<file path="src/rtl/digit_stream_pkg.sv">
// Shared definitions for the decimal digit streamer: FSM state codes and
// constant helpers that size the BCD register and the hold/gap timer.
package digit_stream_pkg;

    typedef logic [2:0] state_t;

    localparam state_t ST_IDLE    = 3'd0;
    localparam state_t ST_CONVERT = 3'd1;
    localparam state_t ST_HOLD    = 3'd2;
    localparam state_t ST_GAP     = 3'd3;
    localparam state_t ST_FINISH  = 3'd4;

    // ceil(num_w * log10(2)) + 1 decimal digits hold any num_w-bit value
    function automatic int bcd_digits(input int num_w);
        return (num_w * 32'sd30103 + 32'sd99999) / 32'sd100000 + 32'sd1;
    endfunction

    function automatic int timer_width(input int hold_cycles, input int gap_cycles);
        int longest;
        longest = (hold_cycles > gap_cycles) ? hold_cycles : gap_cycles;
        return $clog2(longest + 32'sd1);
    endfunction

endpackage

</file>
<file path="src/rtl/digit_stream_sender_bin2bcd.sv">
// Sequential double-dabble converter: one input bit per cycle, NUM_W cycles
// after load the BCD result is presented and held with bcd_valid high.
module bin2bcd_seq #(
    parameter int NUM_W = 32,
    parameter int BCD_N = 11
) (
    input  logic               clk,
    input  logic               rst,
    input  logic               load,
    input  logic [NUM_W-1:0]   bin,
    output logic [BCD_N*4-1:0] bcd,
    output logic               bcd_valid
);
    localparam int CNT_W = $clog2(NUM_W + 1);

    logic [NUM_W-1:0]   shift_r;
    logic [CNT_W-1:0]   count_r;
    logic [BCD_N*4-1:0] adj_s;

    // Add-3 correction on every digit that would reach ten after the next shift
    always_comb begin
        adj_s = bcd;
        for (int i = 0; i < BCD_N; i++) begin
            if (bcd[i*4 +: 4] >= 4'd5) begin
                adj_s[i*4 +: 4] = bcd[i*4 +: 4] + 4'd3;
            end else begin
                adj_s[i*4 +: 4] = bcd[i*4 +: 4];
            end
        end
    end

    // Shift one binary bit into the corrected BCD register per cycle
    always_ff @(posedge clk) begin
        if (rst) begin
            shift_r   <= '0;
            count_r   <= '0;
            bcd       <= '0;
            bcd_valid <= 1'b0;
        end else if (load) begin
            shift_r   <= bin;
            count_r   <= CNT_W'(NUM_W);
            bcd       <= '0;
            bcd_valid <= 1'b0;
        end else if (count_r != '0) begin
            bcd       <= {adj_s[BCD_N*4-2:0], shift_r[NUM_W-1]};
            shift_r   <= shift_r << 1;
            count_r   <= count_r - 1'b1;
            bcd_valid <= (count_r == CNT_W'(1));
        end
    end

endmodule

</file>
<file path="src/rtl/digit_stream_sender.sv">
// Streams a binary value as decimal digits, most significant first, as timed
// symbols with a valid strobe; reports overflow beyond DIGITS digits.
module digit_stream_sender
    import digit_stream_pkg::*;
#(
    parameter int NUM_W       = 32,
    parameter int DIGITS      = 6,
    parameter int SYM_W       = 4,
    parameter int HOLD_CYCLES = 1200000,
    parameter int GAP_CYCLES  = 120000
) (
    input  logic             hwclk,
    input  logic             rst,
    input  logic [NUM_W-1:0] num,
    input  logic             start,
    input  logic             suppress_lz,
    output logic             busy,
    output logic [SYM_W-1:0] sym,
    output logic             sym_valid,
    output logic             done,
    output logic             overflow
);
    localparam int BCD_REQ = bcd_digits(NUM_W);
    localparam int BCD_N   = (BCD_REQ > DIGITS) ? BCD_REQ : DIGITS;
    localparam int CNT_W   = timer_width(HOLD_CYCLES, GAP_CYCLES);
    localparam int PTR_W   = (DIGITS > 1) ? $clog2(DIGITS) : 1;

    state_t              state_r;
    logic [PTR_W-1:0]    ptr_r;
    logic [CNT_W-1:0]    timer_r;
    logic [DIGITS*4-1:0] digits_r;
    logic                lz_r;
    logic                ovf_pend_r;

    logic                accept_s;
    logic [BCD_N*4-1:0]  bcd_s;
    logic                bcd_valid_s;
    logic                ovf_s;
    logic [PTR_W-1:0]    lead_ptr_s;
    logic [PTR_W-1:0]    start_ptr_s;
    logic [PTR_W-1:0]    next_ptr_s;

    // The done cycle doubles as IDLE so a held start re-arms without a gap
    assign accept_s   = start && ((state_r == ST_IDLE) || (state_r == ST_FINISH));
    assign next_ptr_s = ptr_r - 1'b1;

    bin2bcd_seq #(
        .NUM_W (NUM_W),
        .BCD_N (BCD_N)
    ) u_bin2bcd (
        .clk       (hwclk),
        .rst       (rst),
        .load      (accept_s),
        .bin       (num),
        .bcd       (bcd_s),
        .bcd_valid (bcd_valid_s)
    );

    // Overflow detect and first-digit selection from the finished conversion
    always_comb begin
        ovf_s = 1'b0;
        for (int i = DIGITS; i < BCD_N; i++) begin
            ovf_s = ovf_s | (bcd_s[i*4 +: 4] != 4'd0);
        end
        lead_ptr_s = '0;
        for (int i = 1; i < DIGITS; i++) begin
            lead_ptr_s = (bcd_s[i*4 +: 4] != 4'd0) ? PTR_W'(i) : lead_ptr_s;
        end
        if (lz_r) begin
            start_ptr_s = lead_ptr_s;
        end else begin
            start_ptr_s = PTR_W'(DIGITS - 1);
        end
    end

    // Transfer FSM with hold/gap timing; all outputs registered
    always_ff @(posedge hwclk) begin
        if (rst) begin
            state_r    <= ST_IDLE;
            ptr_r      <= '0;
            timer_r    <= '0;
            digits_r   <= '0;
            lz_r       <= 1'b0;
            ovf_pend_r <= 1'b0;
            busy       <= 1'b0;
            sym        <= '0;
            sym_valid  <= 1'b0;
            done       <= 1'b0;
            overflow   <= 1'b0;
        end else begin
            done <= 1'b0;
            case (state_r)
                ST_IDLE, ST_FINISH: begin
                    if (accept_s) begin
                        state_r  <= ST_CONVERT;
                        lz_r     <= suppress_lz;
                        overflow <= 1'b0;
                        busy     <= 1'b1;
                    end else begin
                        state_r <= ST_IDLE;
                        busy    <= 1'b0;
                    end
                end
                ST_CONVERT: begin
                    if (bcd_valid_s) begin
                        digits_r   <= bcd_s[DIGITS*4-1:0];
                        ovf_pend_r <= ovf_s;
                        ptr_r      <= start_ptr_s;
                        timer_r    <= CNT_W'(HOLD_CYCLES - 1);
                        sym        <= SYM_W'(bcd_s[{start_ptr_s, 2'b00} +: 4]);
                        sym_valid  <= 1'b1;
                        state_r    <= ST_HOLD;
                    end
                end
                ST_HOLD: begin
                    if (timer_r == '0) begin
                        timer_r   <= CNT_W'(GAP_CYCLES - 1);
                        sym       <= '0;
                        sym_valid <= 1'b0;
                        state_r   <= ST_GAP;
                    end else begin
                        timer_r <= timer_r - 1'b1;
                    end
                end
                ST_GAP: begin
                    if (timer_r != '0) begin
                        timer_r <= timer_r - 1'b1;
                    end else if (ptr_r == '0) begin
                        busy     <= 1'b0;
                        done     <= 1'b1;
                        overflow <= ovf_pend_r;
                        state_r  <= ST_FINISH;
                    end else begin
                        ptr_r     <= next_ptr_s;
                        timer_r   <= CNT_W'(HOLD_CYCLES - 1);
                        sym       <= SYM_W'(digits_r[{next_ptr_s, 2'b00} +: 4]);
                        sym_valid <= 1'b1;
                        state_r   <= ST_HOLD;
                    end
                end
                default: begin
                    state_r   <= ST_IDLE;
                    busy      <= 1'b0;
                    sym       <= '0;
                    sym_valid <= 1'b0;
                end
            endcase
        end
    end

endmodule

</file>
<file path="config.mk">
export PLATFORM = sky130hd
export DESIGN_NAME = digit_stream_sender
export DESIGN_NICKNAME = d
export VERILOG_FILES = /design/src/rtl/digit_stream_pkg.sv /design/src/rtl/digit_stream_sender_bin2bcd.sv /design/src/rtl/digit_stream_sender.sv
export SDC_FILE = /design/constraint.sdc
export NUM_CORES = 1
export LEC_CHECK = 0
export CELL_PAD_IN_SITES_DETAIL_PLACEMENT = 0
export CELL_PAD_IN_SITES_GLOBAL_PLACEMENT = 2
export CORE_ASPECT_RATIO = 0.5
export CORE_MARGIN = 1
export CORE_UTILIZATION = 36
export DETAILED_ROUTE_END_ITERATION = 12
export PLACE_DENSITY = 0.85
export RECOVER_POWER = 50
export SYNTH_ARGS = -nofsm -noshare
export SYNTH_HDL_FRONTEND = slang
export SYNTH_SLANG_ARGS = --single-unit
</file>
<file path="constraint.sdc">
create_clock -name hwclk -period 3.2 [get_ports hwclk]
set_clock_uncertainty 0.1 [all_clocks]
set_input_delay 0.64 -clock hwclk [delete_from_list [all_inputs] [get_ports hwclk]]
set_output_delay 0.64 -clock hwclk [all_outputs]
set_load 0.01 [all_outputs]
</file>
# [After elaboration in Yosys (flattened, before gate mapping)]
# Cells that the tools add are included.
[op_classes] n_mul=0 bitwise_logic=7 muxes=55 div_mod_pow=0 n_reduce_logical=33 n_addsub=14 n_eq_ne=12 n_shift=2 magnitude_cmp=11
[op_table] operator="$mux 21" n=4
[op_table] operator="$mux 32" n=2
[op_table] operator="$pmux 21 s3" n=1
[op_table] operator="$mux 4" n=14
[op_table] operator="$ge 4x3->1 const B" n=11
[op_table] operator="$shiftx 44x6->4" n=1
[op_table] operator="$add 4x2->4 const B" n=10
[op_table] operator="$reduce_bool 4->1" n=10
[op_table] operator="$mux 3" n=11
[op_table] operator="$shiftx 24x6->4" n=1
[op_table] operator="$logic_not 21->1" n=1
[op_table] operator="$reduce_bool 21->1" n=1
[op_table] operator="$sub 21x1->21 const B" n=1
[op_table] operator="$pmux 4 s4" n=1
[op_table] operator="$mux 1" n=13
[op_table] operator="$mux 6" n=2
[op_table] operator="$pmux 3 s4" n=1
[op_table] operator="$ne 2x2->1 const B" n=5
[op_table] operator="$reduce_and 3->1" n=3
[op_table] operator="$reduce_and 4->1" n=2
[op_table] operator="$eq 3x2->1 const B" n=2
[op_table] operator="$eq 6x1->1 const B" n=1
[op_table] operator="$logic_not 3->1" n=2
[op_table] operator="$pmux 3 s2" n=1
[op_table] operator="other kinds (22)" n=33
[totals] output_inout_bits=8 latchBits=0 wordCells=150 ff_bits=144 memories=0 ram_bits=0 rom_bits=0 inputBits=36

# [Longest topological paths before layout]
# Gate-level depths: netlist (run 1).
[logic_depth] depth_word=10 ltp_mapped=9 depth_no_buf=7

# [Hierarchy]
# Synthesis (run 1) repeated with hierarchy kept, for this count alone.
[hier_totals] hier_cells=1038 area_unflattened_um2=8106.5
[by_module_without_submodules] module="bin2bcd_seq" n_inst=1 cells_per_inst=610 seq_area_each_um2=1661.6 area_each_um2=4717.0
[by_module_without_submodules] module="digit_stream_sender" n_inst=1 cells_per_inst=428 seq_area_each_um2=1221.2 area_each_um2=3389.5

# [Worst setup path after synthesis (run 1)]
# No wires, ideal clock.
[synth_path] path_type="register to register" from="register ptr_r[0]" to="register sym[3]" arrival_time_ns=2.070 required_ns=2.956 synth_period_minus_slack_ns=2.314 path_stages_with_launch=9 setup_time_ns=0.144 n_path_buf=2 slack_ns=0.886 cell_sequence="dfxtp_1 -> buf_1 -> inv_1 -> ha_1 -> clkbuf_1 -> mux4_2 -> a22o_1 -> nand2_1 -> a31oi_1"
[synth_between] elab_chain_cells=5 elab_cells_between_ends=8 cone_classes="add/sub (1); eq/ne (1); shift (1); mux (3); reduce/logical (2)"
[synth_lines] item="start, declared" line_no="digit_stream_sender.sv:29" source="logic [PTR_W-1:0] ptr_r;"
[synth_lines] item="start signal, assigned" line_no="digit_stream_sender.sv:108" source="ptr_r <= start_ptr_s;"
[synth_lines] item="start signal, assigned" line_no="digit_stream_sender.sv:134" source="ptr_r <= next_ptr_s;"
[synth_lines] item="$sub 3x1->3" line_no="digit_stream_sender.sv:45" source="assign next_ptr_s = ptr_r - 1'b1;"
[synth_lines] item="$shiftx 24x6->4" line_no="digit_stream_sender.sv:136" source="sym <= SYM_W'(digits_r[{next_ptr_s, 2'b00} +: 4]);"
[synth_lines] item="$mux 4" line_no="digit_stream_sender.sv:128" source="end else if (ptr_r == '0) begin"
[synth_lines] item="$mux 4" line_no="digit_stream_sender.sv:126" source="if (timer_r != '0) begin"
[synth_lines] item="$pmux 4 s4" line_no="digit_stream_sender.sv:92" source="case (state_r)"
[synth_lines] item="end signal, assigned" line_no="digit_stream_sender.sv:110" source="sym <= SYM_W'(bcd_s[{start_ptr_s, 2'b00} +: 4]);"
[synth_lines] item="end signal, assigned" line_no="digit_stream_sender.sv:136"
[synth_lines] item="end, declared" line_no="digit_stream_sender.sv:18" source="output logic [SYM_W-1:0] sym,"
# Parallel ways exist; a longest one is shown, timed or not. The select of a mux whose other input is x is not followed.
# A chain may end at the register's enable or synchronous reset.

# [Worst setup path after layout (run 1)]
[layout_path] from="register timer_r[0]" to="register sym[1]"
[layout_between] elab_chain_cells=3 elab_cells_between_ends=5 cone_classes="eq/ne (2); reduce/logical (3)"
[layout_lines] item="start, declared" line_no="digit_stream_sender.sv:30" source="logic [CNT_W-1:0] timer_r;"
[layout_lines] item="start signal, assigned" line_no="digit_stream_sender.sv:109" source="timer_r <= CNT_W'(HOLD_CYCLES - 1);"
[layout_lines] item="start signal, assigned" line_no="digit_stream_sender.sv:117" source="timer_r <= CNT_W'(GAP_CYCLES - 1);"
[layout_lines] item="start signal, assigned" line_no="digit_stream_sender.sv:122" source="timer_r <= timer_r - 1'b1;"
[layout_lines] item="$logic_not 21->1 or $reduce_bool 21->1 (tied branches)" line_no="digit_stream_sender.sv:116, digit_stream_sender.sv:126"
[layout_lines] item="$ne 2x2->1 (no source line)"
[layout_lines] item="$reduce_and 5->1 (no source line) *"
# Every way passes the cells marked *; elsewhere a longest branch is shown, timed or not.

==> results of run 1 <==
cells in the mapped netlist, types with 2 or more instances:
cell        n  area [µm²]
nand2b_1   15        93.8
nor4b_1     2        17.5
o21a_1     11        82.6
a221oi_1    2        17.5
o22ai_1     2        12.5
xnor2_1    16         140
nor2b_1     2        12.5
o21ai_1     2        10.0
a221o_1     2        20.0
dfxtp_1   144        2880
a21o_1      3        22.5
or3_1       4        25.0
mux2_2      3        33.8
o311ai_0    2        17.5
nand4_1     5        31.3
o31ai_1     4        30.0
o211ai_1    2        15.0
a211oi_1   28         210
o211a_1     5        50.1
nor3b_1    14         105
or3b_2      3        26.3
nand2_1   182         683
nor4_1     10        62.6
ha_1       37         463
and2_1      3        18.8
a311oi_1   33         289
nand3_1    27         135
mux2i_1    19         190
a21oi_1    96         480
nor3_1     15        75.1
or4_1       2        15.0
a22o_1      2        17.5
nor2_1     76         285
mux4_2      4        90.1
o32ai_1     2        17.5
clkbuf_1   49         184
o21ai_0    43         215
inv_1      39         146
a31oi_1    10        62.6
buf_2       6        30.0
a32o_1      4        40.0
buf_1       6        22.5
power groups by stage:
stage / Sequential (mW) / Clock [mW] / Combinational (mW)
5_1_grt: 2.24 / 2.10 / 2.80
3_3_place_gp: 2.24 / 0 / 2.47
2_1_floorplan: 2.18 / 0 / 1.87
4_1_cts: 2.21 / 2.02 / 2.50
6_report: 2.21 / 1.97 / 2.49
3_5_place_dp: 2.24 / 0 / 2.49
per-stage QoR:
| stage | instances | power (mW) |
|---|---|---|
| finish | 1262 | 6.67 |
| global route | 1262 | 7.14 |
| CTS | 1262 | 6.73 |
| detailed placement | 1231 | 4.74 |
| global placement | 1231 | 4.71 |
| floorplan | 957 | 4.05 |
sequential cells by signal, summed over array words and instances (netlist names), 3 cells and up:
name and flops:
u_bin2bcd.bcd 44, timer_r 21, digits_r 24, ptr_r 3, sym 4, u_bin2bcd.count_r 6
u_bin2bcd.shift_r 32, state_r 3
kinds of logic after synthesis:
logic type	count (synthesis)	share of synthesized area, %
buf+inv	101	5.13
flops	144	37.9
simple gates	371	22.7
xor+xnor	17	1.96
mux	26	4.12
compound gates	261	22.2
fa+ha+maj	37	6.08
layer usage:
metal	GRT usage [%]	routed length (µm)	vias to the layer above
li1	-	-	3440
met2	26.6	8110	117
met3	3.97	678	15
met1	26.2	10200	3188
met4	5.56	217	0
met5	0	0	-
worst register-to-register path, cell delays in order, from the launching register on:
cell,delay [ns]
dfxtp_1,0.32
inv_1,0.11
ha_1,0.15
nor4b_1,0.54
nand4_4,0.25
a211oi_2,0.66
mux2i_1,0.29
o32ai_1,0.11
layout make-up:
cell class	instances	area share [%]
clock inverter	13	1.57
clock buffer	18	4.96
inverter	39	1.65
sequential	144	32.6
timing repair buffer	63	6.36
multi-input combinational	712	49.0
tap	273	3.86
path summary, 6_finish.rpt:
check / cells past startpoint / end / slack (ns)
worst max-delay path: 7 / sym[1]$_SDFFE_PP0P_ / 0.52
worst min-delay path: 2 / digits_r[17]$_SDFFE_PP0P_ / 0.35
worst max register to register: 7 / sym[1]$_SDFFE_PP0P_ / 0.52
worst min register to register: 2 / digits_r[17]$_SDFFE_PP0P_ / 0.35
cell usage in the layout, fill, tap and decap left out, types with 4 or more instances in the layout:
| cell | netlist | layout |
|---|---|---|
| nand2_1 | 182 | 180 |
| dfxtp_1 | 144 | 144 |
| a21oi_1 | 96 | 96 |
| nor2_1 | 76 | 76 |
| o21ai_0 | 43 | 43 |
| inv_1 | 39 | 39 |
| ha_1 | 37 | 37 |
| a311oi_1 | 33 | 33 |
| clkdlybuf4s50_1 | 0 | 33 |
| a211oi_1 | 28 | 28 |
| nand3_1 | 27 | 27 |
| mux2i_1 | 19 | 19 |
| clkbuf_16 | 0 | 17 |
| xnor2_1 | 16 | 16 |
| buf_4 | 1 | 16 |
| nand2b_1 | 15 | 15 |
| nor3_1 | 15 | 15 |
| nor3b_1 | 14 | 14 |
| o21a_1 | 11 | 11 |
| nor4_1 | 10 | 10 |
| a31oi_1 | 10 | 10 |
| dlygate4sd3_1 | 0 | 9 |
| or3_1 | 4 | 5 |
| nand4_1 | 5 | 5 |
| o211a_1 | 5 | 5 |
| clkinvlp_4 | 0 | 5 |
| mux4_2 | 4 | 4 |
| a32o_1 | 4 | 4 |
| o31ai_1 | 4 | 4 |
==> impl_metrics.py, run 1 <==
metrics = {
    "run_status": {
        "status": "finished clean",
    },
    "sta": {
        "setup_viol": 0,
        "max_freq_mhz": 373,
        "slew_headroom_pct": 14.9,
        "setup_tns_ns": 0,
        "hold_slack_ns": 0.353,
        "fin_crit_sh_pct": 83.8,
        "setup_ws_ns": 0.520,
        "drv_slew": 0,
        "rsz0062_at_grt": "false",
        "period_needed_ns": 2.68,
        "worst_slew_pin_slew_ns": 1.28,
        "finalHoldViolCount": 0,
    },
    "power": {
        "p_seq_share_pct": 33.1,
        "p_comb_share_pct": 37.3,
        "switchingPower_mw": 2.67,
        "power.internal_mw": 4.00,
        "power.leakage_nw": 3.21,
        "switching_share_pct": 40.0,
        "p_per_area_nw_per_um2": 754,
        "vdd_drop_max_mv": 0.786,
        "clkPwrFrac_pct": 29.6,
    },
    "cts": {
        "cts_buffers": 17,
        "cts.path.max_buffers": 2,
        "path_clk_slew_ns": 0.06,
        "ctsRootBufferMaster": "clkbuf_16",
        "cts_hold_buf": 0,
        "post_cts_buffers": 0,
        "ctsResizeCount": 0,
        "cts_tree": "done",
        "htreeDepth": 4,
        "clkSinkCount": 144,
        "clkLatencyLatePin_ns": 0.43,
    },
    "drt": {
        "vias": 6760,
        "drt_first_pass_iters": 5,
        "totalWireLength_um": 19200,
        "drt_iter0_drc": 439,
        "ant_nets": 0,
        "drc": 0,
        "routedWlPerCell_um": 15.2,
        "viasPerCell": 5.36,
    },
    "grt": {
        "antenna_found_initial": 0,
        "overflow": 0,
        "grt_max_degree": 84,
        "grt_pass1_vias": 6304,
        "grt_pass1_wl_um": 31900,
        "grt_usage_pct": 18.1,
    },
    "worst_setup_path": {
        "max_stage_delay_ns": 0.66,
        "crit_type": "reg -> reg",
        "worstPathArrival_ns": 2.85,
        "critPathRequiredTime_ns": 3.36,
        "critPathLaunch": "timer_r[0]$_SDFFE_PP0P_",
        "crit_slowest_cell": "a211oi_2",
        "path_buf_inv": 1,
        "crit_fanout": 9,
        "crit_path_cell_trace": "inv_1, ha_1, nor4b_1, nand4_4, a211oi_2, mux2i_1, o32ai_1",
        "critPathLaunchType": "flop",
        "cp_top_family": "simple AND/OR/NAND/NOR gates",
        "cp-end-kind": "flop",
        "timing.rr.start": "timer_r[0]$_SDFFE_PP0P_",
    },
    "cells_and_area": {
        "seqCellArea_um2": 2880,
        "fin_util_pct": 42.8,
        "nFillCells": 2102,
        "drive_gt1_share_pct": 6.98,
        "multi_input_area_um2": 4340,
        "fin_nets": 1050,
        "finalInstanceArea_um2": 8850,
        "antenna_cells": 0,
        "areaGrowthSynthToFinish_pct": 16.2,
    },
    "floorplan": {
        "io_pins": 44,
        "die_w_um": 208,
        "rows": 37,
        "fp.dieH_um": 105,
        "die_area_um2": 21800,
        "start_util_pct": 36.9,
        "core-area_um2": 20600,
    },
    "min_path": {
        "hp-class": "reg -> reg",
        "worstHoldStart": "digits_r[17]$_SDFFE_PP0P_",
    },
    "yosys": {
        "syn_area_per_cell_um2": 7.96,
        "synth_edf_count": 0,
        "ys.warnings.count": 0,
        "syn_area_um2": 7610,
        "syn_inst": 957,
        "async_reset_ff_share_pct": 0,
        "synth.distinct_cells": 63,
        "synthFlopType": "dfxtp_1",
        "synth_nets": 1030,
        "ys_seq_area_share_pct": 37.9,
        "synth_seq_cells": 144,
    },
    "place": {
        "io_buffers": 43,
        "gp_congestion": 0.832,
        "place_area_um2": 8290,
        "hpwl_um": 13000,
        "place_ws_ns": 0.607,
    },
    "flow_run": {
        "maxCapViolations": 0,
    },
}
Note: power is estimated with default switching activity, not from simulation.
==> run 2: changes to the inputs <==
--- a/config.mk
+++ b/config.mk
@@ -9,9 +9,9 @@
 export CELL_PAD_IN_SITES_GLOBAL_PLACEMENT = 2
 export CORE_ASPECT_RATIO = 0.5
 export CORE_MARGIN = 1
-export CORE_UTILIZATION = 36
+export CORE_UTILIZATION = 33
 export DETAILED_ROUTE_END_ITERATION = 12
-export PLACE_DENSITY = 0.85
+export PLACE_DENSITY = 0.82
 export RECOVER_POWER = 50
 export SYNTH_ARGS = -nofsm -noshare
 export SYNTH_HDL_FRONTEND = slang
==> constraint.sdc (replaced) <==
create_clock -name hwclk -period 2.24 [get_ports hwclk]
set_clock_uncertainty 0.1 [all_clocks]
set_input_delay 0.448 -clock hwclk [delete_from_list [all_inputs] [get_ports hwclk]]
set_output_delay 0.448 -clock hwclk [all_outputs]
set_load 0.01 [all_outputs]
==> run 2 against run 1 <==
Compared with the run above: count of clock-buffer cells in the layout up 2; sequential cell count unchanged; critical path depth up 3; clock power up 60%; fmax up 24%; via count up 3.7%; largest cell class unchanged.
==> impl_metrics.py, run 2 (synthesized netlist as in run 1, its figures left out) <==
metrics = {
    "run_status": {
        "status": "finished clean",
    },
    "sta": {
        "fin_crit_sh_pct": 96.7,
        "worst_slew_pin_slew_ns": 0.981,
        "finalHoldViolCount": 0,
        "drv_slew": 0,
        "max_freq_mhz": 462,
        "period_needed_ns": 2.17,
        "slew_headroom_pct": 34.6,
        "rsz0062_at_grt": "true",
        "setup_viol": 0,
    },
    "cts": {
        "path_clk_slew_ns": 0.06,
        "cts_tree": "done",
        "cts.path.max_buffers": 2,
        "clkLatencyLatePin_ns": 0.43,
        "cts_buffers": 17,
        "ctsRootBufferMaster": "clkbuf_16",
        "clkSinkCount": 144,
        "htreeDepth": 4,
    },
    "cells_and_area": {
        "final_common_cell": "nand2_1",
        "antenna_cells": 0,
        "seqCellArea_um2": 2890,
        "fin_nets": 1117,
        "largestRegisters": "u_bin2bcd.bcd (44), u_bin2bcd.shift_r (32), digits_r (24)",
        "instances_no_fill": 1356,
        "finalInstanceArea_um2": 9600,
        "nFillCells": 2221,
        "layout_common_cells": "nand2_1, dfxtp_1, a21oi_1, buf_4, nor2_1",
        "drive_gt1_share_pct": 14.5,
        "areaGrowthSynthToFinish_pct": 26.0,
        "largest-register": "u_bin2bcd.bcd",
        "multi_input_area_um2": 4430,
        "fin_util_pct": 43.3,
        "largest_reg_flops": 44,
    },
    "grt": {
        "grt_use_met2_pct": 28.2,
        "overflow": 0,
        "antenna_found_initial": 0,
        "grt_pass1_wl_um": 33700,
        "grtUsageMet3_pct": 3.26,
        "use_met1_pct": 24.7,
        "grt_pass1_vias": 6676,
        "grt.busiest_layer": "met2",
        "grt_max_degree": 51,
        "grt_usage_pct": 17.9,
    },
    "floorplan": {
        "die_w_um": 217,
        "die_area_um2": 23700,
        "core-area_um2": 22200,
        "start_util_pct": 34.4,
        "io_pins": 44,
        "rows": 38,
        "fp.dieH_um": 109,
    },
    "worst_setup_path": {
        "cp-end-kind": "flop",
        "critPathRequiredTime_ns": 2.46,
        "worstPathArrival_ns": 2.39,
        "rrSetupSlack_ns": 0.07,
        "crit_type": "reg -> reg",
        "crit_fanout": 17,
        "critPathLaunchType": "flop",
    },
    "drt": {
        "routedWlPerCell_um": 15.2,
        "drt_iter0_drc": 470,
        "totalWireLength_um": 20600,
        "drt_first_pass_iters": 5,
        "ant_nets": 0,
        "viasPerCell": 5.17,
        "drc": 0,
        "vias": 7011,
    },
    "min_path": {
        "hp-class": "in -> reg",
    },
    "power": {
        "vdd_drop_max_mv": 1.11,
        "power.leakage_nw": 3.61,
        "p_per_area_nw_per_um2": 1080,
    },
    "place": {
        "dp.cells": 1319,
        "io_buffers": 43,
        "place_area_um2": 8860,
        "hpwl_um": 14300,
        "gp_congestion": 0.823,
    },
    "flow_run": {
        "maxCapViolations": 0,
    },
}
## run 2: cell count changes in the layout (fill, tap and decap cells not counted), moves of 3 or more
cell             previous run  this run
buf_4                      16        79
clkdlybuf4s50_1            33        42
dlygate4sd3_1               9         0
buf_12                      0         4
clkinvlp_4                  5         1
bufinv_16                   2         5
## run 2: cell type report
cell class | instances | area share [%]
Clock buffer | 20 | 4.76
Clock inverter | 11 | 1.94
Inverter | 39 | 1.53
Multi-Input combinational cell | 713 | 46.1
Sequential cell | 144 | 30.1
Tap cell | 300 | 3.91
Timing Repair Buffer | 129 | 11.7
## run 2: timing repair
| item | in CTS | in global routing |
|---|---|---|
| buffers inserted | 0 | 5 |
| hold buffers | 0 | 0 |
| setup endpoints to repair | 0 | 17 |
| gates resized for setup | 0 | 21 |
## run 2: metal layers
metal	wire length [µm]	up-vias
li1	-	3561
met1	10600	3355
met2	9190	79
met3	613	16
met4	228	0
met5	0	-
## run 2: power breakdown
part / switching (mW) / total, mW / internal [mW]
logic: 2.54 / 4.17 / 1.63
registers: 0.220 / 3.09 / 2.87
clock network: 1.13 / 3.15 / 2.02
total: 3.89 / 10.4 / 6.52
## run 2: path summary, 6_finish.rpt
| path | to | startpoint | cells past startpoint |
|---|---|---|---|
| min | overflow$_SDFFE_PP0P_ | rst | 3 |
| min reg2reg | digits_r[10]$_SDFFE_PP0P_ | digits_r[10]$_SDFFE_PP0P_ | 2 |
| max | timer_r[17]$_SDFFE_PP0P_ | timer_r[0]$_SDFFE_PP0P_ | 10 |
| max reg2reg | timer_r[17]$_SDFFE_PP0P_ | timer_r[0]$_SDFFE_PP0P_ | 10 |
## run 2: critical path, cell delays in order (launching register included)
cell and delay (ns):
dfxtp_2 0.33, inv_2 0.06, ha_1 0.13, nor4b_4 0.18, buf_4 0.17, buf_4 0.11, nand4_2 0.15, o31a_1 0.36
buf_12 0.16, o21a_1 0.11, o211a_1 0.20
## run 2: through the flow
step | setup WS [ns] | power [mW] | TNS, ns | hold slack, ns
final | 0.0746 | 10.4 | 0 | 0.332
after global routing | -0.0185 | 11.1 | -0.0190 | 0.348
after CTS | 0.00506 | 10.4 | 0 | 0.335
after detailed placement | 0.0111 | 7.23 | 0 | 0.347
after global placement | 0.0823 | 7.19 | 0 | 0.340
after floorplan | 0.0146 | 5.78 | 0 | 0.332
